$ cat src/rtl/sccb_pkg.sv
// Shared types and constants for the SCCB register-access target.
// Holds the FSM state encoding, ack polarity and default device ids.
package sccb_pkg;

  typedef enum logic [3:0] {
    ST_IDLE,
    ST_ADDR,
    ST_ADDR_ACK,
    ST_REG,
    ST_REG_ACK,
    ST_WDATA,
    ST_WDATA_ACK,
    ST_RDATA,
    ST_RDATA_ACK,
    ST_IGNORE
  } sccb_state_t;

  localparam logic SCCB_ACK  = 1'b0;
  localparam logic SCCB_NACK = 1'b1;

  localparam logic [7:0] SCCB_WR_ID = 8'h42;
  localparam logic [7:0] SCCB_RD_ID = 8'h43;

endpackage

$ cat src/rtl/sccb_target_if.sv
// Bus lines and register-file port of the SCCB target.
// The slave modport is the target's view; master is the bus/regfile side.
interface sccb_target_if;

  logic       sioc;
  logic       siod_in;
  logic       siod_oe;
  logic       reg_wr;
  logic       reg_rd;
  logic [7:0] reg_addr;
  logic [7:0] reg_wdata;
  logic [7:0] reg_rdata;
  logic       busy;

  modport slave (
    input  sioc, siod_in, reg_rdata,
    output siod_oe, reg_wr, reg_rd, reg_addr, reg_wdata, busy
  );

  modport master (
    output sioc, siod_in, reg_rdata,
    input  siod_oe, reg_wr, reg_rd, reg_addr, reg_wdata, busy
  );

endinterface

$ cat src/rtl/sccb_line_sync.sv
// Synchronizes sioc/siod into clk_50Mhz and derives single-cycle
// SCL edge, START and STOP pulses from the synchronized lines.
module sccb_line_sync #(
  parameter int SYNC_STAGES = 2
) (
  input  logic clk_50Mhz,
  input  logic rst,
  input  logic sioc,
  input  logic siod_in,
  output logic sda,
  output logic scl_rise,
  output logic scl_fall,
  output logic start_det,
  output logic stop_det
);

  logic [SYNC_STAGES-1:0] scl_sync_p0;
  logic [SYNC_STAGES-1:0] sda_sync_p0;
  logic                   scl_p1;
  logic                   sda_p1;
  logic                   scl;

  // Both chains reset to the idle-bus level and have equal length, so a
  // simultaneous change on the pins appears in the same cycle on both.
  always_ff @(posedge clk_50Mhz) begin
    if (rst) begin
      scl_sync_p0 <= '1;
      sda_sync_p0 <= '1;
      scl_p1      <= 1'b1;
      sda_p1      <= 1'b1;
    end else begin
      scl_sync_p0 <= {scl_sync_p0[SYNC_STAGES-2:0], sioc};
      sda_sync_p0 <= {sda_sync_p0[SYNC_STAGES-2:0], siod_in};
      scl_p1      <= scl_sync_p0[SYNC_STAGES-1];
      sda_p1      <= sda_sync_p0[SYNC_STAGES-1];
    end
  end

  assign scl = scl_sync_p0[SYNC_STAGES-1];
  assign sda = sda_sync_p0[SYNC_STAGES-1];

  assign scl_rise  = scl & ~scl_p1;
  assign scl_fall  = ~scl & scl_p1;
  // sioc must be high in both samples, which rejects same-sample changes.
  assign start_det = scl & scl_p1 & sda_p1 & ~sda;
  assign stop_det  = scl & scl_p1 & ~sda_p1 & sda;

endmodule

$ cat src/rtl/sccb_target.sv
// SCCB/I2C-compatible register-access target: decodes the device address,
// turns writes into reg_wr strobes and serves reads from a one-cycle port.
module sccb_target
  import sccb_pkg::*;
#(
  parameter logic [6:0] DEV_ADDR    = 7'h21,
  parameter int         SYNC_STAGES = 2
) (
  input  logic         clk_50Mhz,
  input  logic         rst,
  sccb_target_if.slave bus
);

  logic sda;
  logic scl_rise;
  logic scl_fall;
  logic start_det;
  logic stop_det;

  sccb_line_sync #(
    .SYNC_STAGES (SYNC_STAGES)
  ) u_line_sync (
    .clk_50Mhz (clk_50Mhz),
    .rst       (rst),
    .sioc      (bus.sioc),
    .siod_in   (bus.siod_in),
    .sda       (sda),
    .scl_rise  (scl_rise),
    .scl_fall  (scl_fall),
    .start_det (start_det),
    .stop_det  (stop_det)
  );

  sccb_state_t state, state_nx;
  logic [2:0]  cnt, cnt_nx;
  logic [7:0]  sh, sh_nx;
  logic        oe, oe_nx;
  logic [7:0]  addr, addr_nx;
  logic [7:0]  wdata, wdata_nx;
  logic        wr, wr_nx;
  logic        busy, busy_nx;
  logic        rw, rw_nx;
  logic        rd_c;
  logic        load_p1;
  logic [7:0]  byte_in;

  assign byte_in = {sh[6:0], sda};

  always_ff @(posedge clk_50Mhz) begin
    if (rst) begin
      state   <= ST_IDLE;
      cnt     <= '0;
      sh      <= '0;
      oe      <= 1'b0;
      addr    <= '0;
      wdata   <= '0;
      wr      <= 1'b0;
      busy    <= 1'b0;
      rw      <= 1'b0;
      load_p1 <= 1'b0;
    end else begin
      state   <= state_nx;
      cnt     <= cnt_nx;
      sh      <= sh_nx;
      oe      <= oe_nx;
      addr    <= addr_nx;
      wdata   <= wdata_nx;
      wr      <= wr_nx;
      busy    <= busy_nx;
      rw      <= rw_nx;
      load_p1 <= rd_c;
    end
  end

  always_comb begin
    state_nx = state;
    cnt_nx   = cnt;
    sh_nx    = sh;
    oe_nx    = oe;
    addr_nx  = addr;
    wdata_nx = wdata;
    wr_nx    = 1'b0;
    busy_nx  = busy;
    rw_nx    = rw;
    rd_c     = 1'b0;

    if (start_det) begin
      state_nx = ST_ADDR;
      cnt_nx   = '0;
      oe_nx    = 1'b0;
    end else if (stop_det) begin
      state_nx = ST_IDLE;
      cnt_nx   = '0;
      oe_nx    = 1'b0;
      busy_nx  = 1'b0;
    end else begin
      // Receive states share the MSB-first shifter; cnt wraps 7 -> 0.
      if ((state == ST_ADDR || state == ST_REG || state == ST_WDATA) && scl_rise) begin
        sh_nx  = byte_in;
        cnt_nx = cnt + 3'd1;
      end

      unique case (state)
        ST_IDLE, ST_IGNORE: oe_nx = 1'b0;

        ST_ADDR:
          if (scl_rise && cnt == 3'd7) begin
            if (byte_in[7:1] == DEV_ADDR) begin
              state_nx = ST_ADDR_ACK;
              busy_nx  = 1'b1;
              rw_nx    = byte_in[0];
            end else begin
              state_nx = ST_IGNORE;
              busy_nx  = 1'b0;
            end
          end

        ST_REG:
          if (scl_rise && cnt == 3'd7) begin
            addr_nx  = byte_in;
            state_nx = ST_REG_ACK;
          end

        ST_WDATA:
          if (scl_rise && cnt == 3'd7) begin
            wr_nx    = 1'b1;
            wdata_nx = byte_in;
            state_nx = ST_WDATA_ACK;
          end

        // cnt = 0 waits for the fall ending bit 8, cnt = 1 for the one ending the ack.
        ST_ADDR_ACK, ST_REG_ACK, ST_WDATA_ACK:
          if (scl_fall) begin
            if (cnt == 3'd0) begin
              oe_nx  = 1'b1;
              cnt_nx = 3'd1;
            end else begin
              oe_nx  = 1'b0;
              cnt_nx = '0;
              if (state == ST_ADDR_ACK) begin
                if (rw) begin
                  state_nx = ST_RDATA;
                  rd_c     = 1'b1;
                end else begin
                  state_nx = ST_REG;
                end
              end else if (state == ST_REG_ACK) begin
                state_nx = ST_WDATA;
              end else begin
                addr_nx  = addr + 8'd1;
                state_nx = ST_WDATA;
              end
            end
          end

        ST_RDATA:
          if (load_p1) begin
            sh_nx  = bus.reg_rdata;
            oe_nx  = ~bus.reg_rdata[7];
            cnt_nx = '0;
          end else if (scl_fall) begin
            if (cnt == 3'd7) begin
              oe_nx    = 1'b0;
              cnt_nx   = '0;
              state_nx = ST_RDATA_ACK;
            end else begin
              sh_nx  = {sh[6:0], 1'b0};
              oe_nx  = ~sh[6];
              cnt_nx = cnt + 3'd1;
            end
          end

        ST_RDATA_ACK:
          if (scl_rise && cnt == 3'd0) begin
            if (sda == SCCB_NACK) begin
              state_nx = ST_IGNORE;
            end else begin
              addr_nx = addr + 8'd1;
              cnt_nx  = 3'd1;
            end
          end else if (scl_fall && cnt == 3'd1) begin
            rd_c     = 1'b1;
            cnt_nx   = '0;
            state_nx = ST_RDATA;
          end

        default: state_nx = ST_IDLE;
      endcase
    end
  end

  assign bus.siod_oe   = oe;
  assign bus.reg_wr    = wr;
  assign bus.reg_rd    = rd_c;
  assign bus.reg_addr  = addr;
  assign bus.reg_wdata = wdata;
  assign bus.busy      = busy;

endmodule

$ cat src/flat_wrapper.sv
// flat-port wrapper written by rule: the top's interface ports become plain ports
module sccb_target_flat import sccb_pkg::*;
#(
  parameter logic [6:0] DEV_ADDR    = 7'h21,
  parameter int         SYNC_STAGES = 2
)
  (clk_50Mhz, rst, bus_sioc, bus_siod_in, bus_reg_rdata, bus_siod_oe, bus_reg_wr, bus_reg_rd, bus_reg_addr, bus_reg_wdata, bus_busy);
  sccb_target_if bus_i ();
  input  logic clk_50Mhz;
  input  logic rst;
  input wire logic [$bits(bus_i.sioc)-1:0] bus_sioc;
  input wire logic [$bits(bus_i.siod_in)-1:0] bus_siod_in;
  input wire logic [$bits(bus_i.reg_rdata)-1:0] bus_reg_rdata;
  output wire logic [$bits(bus_i.siod_oe)-1:0] bus_siod_oe;
  output wire logic [$bits(bus_i.reg_wr)-1:0] bus_reg_wr;
  output wire logic [$bits(bus_i.reg_rd)-1:0] bus_reg_rd;
  output wire logic [$bits(bus_i.reg_addr)-1:0] bus_reg_addr;
  output wire logic [$bits(bus_i.reg_wdata)-1:0] bus_reg_wdata;
  output wire logic [$bits(bus_i.busy)-1:0] bus_busy;
  assign bus_i.sioc = bus_sioc;
  assign bus_i.siod_in = bus_siod_in;
  assign bus_i.reg_rdata = bus_reg_rdata;
  assign bus_siod_oe = bus_i.siod_oe;
  assign bus_reg_wr = bus_i.reg_wr;
  assign bus_reg_rd = bus_i.reg_rd;
  assign bus_reg_addr = bus_i.reg_addr;
  assign bus_reg_wdata = bus_i.reg_wdata;
  assign bus_busy = bus_i.busy;
  sccb_target #(.DEV_ADDR(DEV_ADDR), .SYNC_STAGES(SYNC_STAGES)) u_core (.clk_50Mhz(clk_50Mhz), .rst(rst), .bus(bus_i));
endmodule
$ cat config.mk
export PLATFORM = sky130hd
export DESIGN_NAME = sccb_target_flat
export DESIGN_NICKNAME = d
export VERILOG_FILES = /design/src/rtl/sccb_pkg.sv /design/src/rtl/sccb_target_if.sv /design/src/rtl/sccb_line_sync.sv /design/src/rtl/sccb_target.sv /design/src/flat_wrapper.sv
export SDC_FILE = /design/constraint.sdc
export NUM_CORES = 1
export LEC_CHECK = 0
export ABC_AREA = 1
export BUFFER_PORTS_ARGS = -buffer_cell sky130_fd_sc_hd__clkbuf_2
export CAP_MARGIN = 20
export CELL_PAD_IN_SITES_DETAIL_PLACEMENT = 1
export CELL_PAD_IN_SITES_GLOBAL_PLACEMENT = 2
export CORE_ASPECT_RATIO = 0.8
export CORE_UTILIZATION = 32
export CTS_BUF_LIST = sky130_fd_sc_hd__clkbuf_8
export DETAILED_ROUTE_END_ITERATION = 7
export PLACE_DENSITY = 0.93
export SETUP_SLACK_MARGIN = 0.5
export SYNTH_ARGS = -nofsm -noshare
export SYNTH_HDL_FRONTEND = slang
export SYNTH_SLANG_ARGS = --single-unit
$ cat constraint.sdc
create_clock -name clk_50Mhz -period 1.74 [get_ports clk_50Mhz]
set_input_delay 0.348 -clock clk_50Mhz [delete_from_list [all_inputs] [get_ports clk_50Mhz]]
set_output_delay 0.348 -clock clk_50Mhz [all_outputs]
set_load 0.02 [all_outputs]
==> metrics.md <==
| Metric | Value |
|---|---|
| Area share of the largest cell type after synthesis | `35.6%` |
| Non-filler cells, final | `525` |
| Final Cycle Share | `104%` |
| Worst hold path endpoint | `u_core.u_line_sync.sda_sync_p0[0]$_SDFF_PP1_` |
| Pin count of the biggest net entering global routing | `23` |
| Top cells by count, synth | `107 x nand2_1, 41 x dfxtp_1, 40 x inv_1, 40 x nor2_1, 28 x o21ai_0` |
| Vias in the first global route | `2648` |
| Compound-Gate Fraction of Synth Area | `14.6%` |
| Design area | `3480 µm²` |
| DRT Wirelength | `9260 µm` |
| Yosys warns | `0` |
| First-pass GRT wire length | `13500 µm` |
| Critical Path RT | `1.39 ns` |
| Initial DRC count | `95` |
| Yosys reg bits | `41` |
| Syn nets | `379` |
| Via-to-Cell Ratio | `5.16` |
| Pwr dens | `961 nW/µm²` |
| CP max FO | `4` |
| Antenna fix cells | `0` |
| DR DRC count | `0` |
| Layout cells sized above 1 | `46.1%` |
| Pre-antenna DRT Iters | `5` |
| Hold Crit Start | `bus_siod_in` |
| Fmax | `555 MHz` |
| Minimum clock period | `1.80 ns` |
| Initial core utilization | `33.3%` |
| Post-synth cell types | `31` |
| Nets | `454` |
| Total Power | `3.35 mW` |
| CTS buffer count | `5` |
| Delay of the slowest critical-path stage | `0.41 ns` |
| Cell taking the most area after synthesis | `dfxtp_1` |
| Dpl cell area | `2740 µm²` |
| I/O pin count | `32` |
| Clk Latency, worst-skew pair | `0.32 ns` |
| Pint | `1.90 mW` |
| Switching portion of total power | `43.4%` |
| Clk buf depth | `2` |
| CTS tree | `built` |
| EDFF count, synth | `0` |
| Setup clock skew after layout | `0.0128 ns` |
| Slew Limit Fails | `0` |
| Critical path capture point type | `primary output` |
| Port Buf Inserts | `31` |
| Die Footprint | `7550 µm²` |
| Psw | `1.45 mW` |
| Peak supply drop | `411 µV` |
| Post-synthesis mux area share | `0%` |
| Hold WC Path Type | `input port to flip-flop` |
| Syn avg cell area | `6.37 µm²` |
| Most numerous cell in the Yosys netlist | `nand2_1` |
| Relative slew slack | `78.0%` |
| Post-synth top flop | `dfxtp_1` |
| Reg-to-reg slack, setup | `-0.05 ns` |
| Post-Synth XOR/XNOR Area | `1.52%` |
| Half-perimeter wire length after placement | `5750 µm` |
| Cell Rows | `27` |
| Max-Cap Viols | `0` |
| Die Wd | `96.9 µm` |
| Crit path DAT | `1.45 ns` |
| Worst R2R Start | `u_core.cnt[1]$_SDFF_PP0_` |
| Final-report setup violation count | `8` |
| Core area | `6930 µm²` |
| Worst path cell trace | `inv_4 -> ha_4 -> nand2_4 -> nand2_4 -> o22ai_4 -> buf_8` |
| Inst Count DP | `487` |
| Util after Layout | `50.3%` |
| Area Growth Syn to Fin | `51.1%` |
| Final TNS setup | `-0.225 ns` |
| RSZ-0062 raised after global routing | `yes` |
| Initial antenna violation count | `0` |
| Seq/Total Area, Yosys | `35.6%` |
| Area contributors post-synth | `dfxtp_1 36%, nand2_1 17%, inv_1 6.5%` |
| Number of H-tree levels | `2` |
| Die H | `77.9 µm` |
| Clock network power share | `20.7%` |
| Final ANT Viol Nets | `0` |
| Hold_buf cts | `0` |
| Reg-to-Reg End | `u_core.cnt[0]$_SDFF_PP0_` |
| Number of cells on the worst hold path | `2` |
| CTS sink cnt | `41` |
| Async S/R FF share, synth | `0%` |
| Adder-cell share of the synthesized area | `2.71%` |
| Outcome | `complete, but fails checks` |
| DP Worst Slack | `0.0220 ns` |
| Post-DR wirelength/cell | `17.6 µm` |
| Worst reg2reg path depth | `12` |
| Synth Area in Simple Gates | `37.1%` |
| Largest family of logic cells by synthesized area | `simple AND/OR/NAND/NOR gates` |
| CTS clk-pin slew, worst paths | `0.10 ns` |
| Grt total ovfl | `0` |
| Most used cell, CP | `nand2_4` |
| Violated checks | `setup timing` |
| Leakage | `1.57 nW` |
| Global-route usage over all layers | `22.8%` |
| Hold Violations, Final | `0` |
| Path type of the worst setup path | `flip-flop to primary output` |
| Total number of vias | `2709` |
| Setup ws final | `-0.0617 ns` |
| Synthesized area | `2310 µm²` |
| Synth Instances | `362` |
| Worst-Margin Slew | `0.327 ns` |
| Routability cong. | `0.876` |
| Crit-path slowest cell | `dfxtp_4` |
| Logic pwr share | `46.0%` |
| Flop pwr share | `33.3%` |
| Startpoint Class | `flip-flop` |
| Minimum hold slack | `0.206 ns` |
| Clock root buffer | `clkbuf_8` |
-- area by class of cell --
cell class,count,area [µm²]
fillers,871,3440
multi-input cells,270,1680
flip-flops and latches,41,851
repair buffers,73,562
inverters,46,190
well taps,87,109
clock buffers,5,68.8
clock inverters,3,21.3
-- worst max path at each step --
stage / endpoint / cells after the start / from
after CTS: bus_reg_rd / 6 / u_core.cnt[0]$_SDFF_PP0_
after floorplan: u_core.state[1]$_SDFFE_PP0P_ / 11 / u_core.cnt[0]$_SDFF_PP0_
final: bus_reg_rd / 6 / u_core.cnt[0]$_SDFF_PP0_
after global routing: u_core.state[2]$_SDFFE_PP0P_ / 12 / u_core.cnt[1]$_SDFF_PP0_
after global placement: u_core.bus.reg_addr[6]$_SDFFE_PP0P_ / 12 / u_core.state[2]$_SDFFE_PP0P_
after detailed placement: u_core.cnt[2]$_SDFF_PP0_ / 8 / u_core.state[2]$_SDFFE_PP0P_
-- placed cells by master, fill, tap and decap left out, types with 5 or more instances in the layout --
cell | synthesis | layout
a21oi_1 | 23 | 13
a21oi_2 | 0 | 10
buf_4 | 0 | 31
buf_6 | 0 | 13
clkbuf_2 | 0 | 21
clkbuf_8 | 0 | 5
dfxtp_1 | 41 | 25
dfxtp_2 | 0 | 12
inv_1 | 40 | 28
inv_2 | 5 | 13
nand2_1 | 107 | 94
nand2_2 | 3 | 11
nand2_4 | 1 | 6
nand3_1 | 24 | 20
nand4_1 | 6 | 6
nor2_1 | 40 | 23
nor2_2 | 8 | 9
nor2_4 | 2 | 18
o21ai_0 | 28 | 11
o21ai_1 | 4 | 6
o21ai_2 | 0 | 15
-- layer usage --
layer	share of wire (%)	global-route usage (%)
met5	0	0
met4	2.8	5.97
met3	4.0	3.96
met2	48	37.6
met1	45	30.8
-- registers in the layout, indices dropped and copies added, names as in the netlist, 2 cells and up --
| register | cells |
|---|---|
| u_core.u_line_sync.sda_sync_p0 | 2 |
| u_core.sh | 7 |
| u_core.bus.reg_addr | 8 |
| u_core.state | 4 |
| u_core.u_line_sync.scl_sync_p0 | 2 |
| u_core.bus.reg_wdata | 8 |
| u_core.cnt | 3 |
-- logic make-up (layout without fill, tap and decap cells) --
logic type / after synthesis / after routing
AO/OA/AOI/OAI: 63 / 63
XOR/XNOR: 4 / 4
adder cells (fa/ha/maj): 5 / 5
buffers and inverters: 51 / 127
flip-flops: 41 / 41
AND/OR/NAND/NOR: 198 / 198
-- worst max-delay path, delay by kind of cell (launching register included) --
| kind | cells | cell delay, ns |
|---|---|---|
| compound gates | 1 | 0.19 |
| fa+ha+maj | 1 | 0.16 |
| buf+inv | 2 | 0.19 |
| flops | 1 | 0.41 |
| simple gates | 2 | 0.17 |
-- what timing repair did --
item	CTS	global route
gates cloned	1	0
pin swaps	25	22
endpoints found under the hold margin	0	0
setup buffers	21	8
endpoints found under the setup margin	41	45
gates resized for setup	88	65
-- power by group through the flow --
stage | clock network [mW] | logic [mW] | registers (mW)
floorplan | 0 | 0.819 | 1.14
global placement | 0 | 1.13 | 1.11
detailed placement | 0 | 1.15 | 1.12
CTS | 0.690 | 1.36 | 1.11
global route | 0.737 | 1.68 | 1.13
finish | 0.694 | 1.54 | 1.12
(Power assumes the default switching activity.)
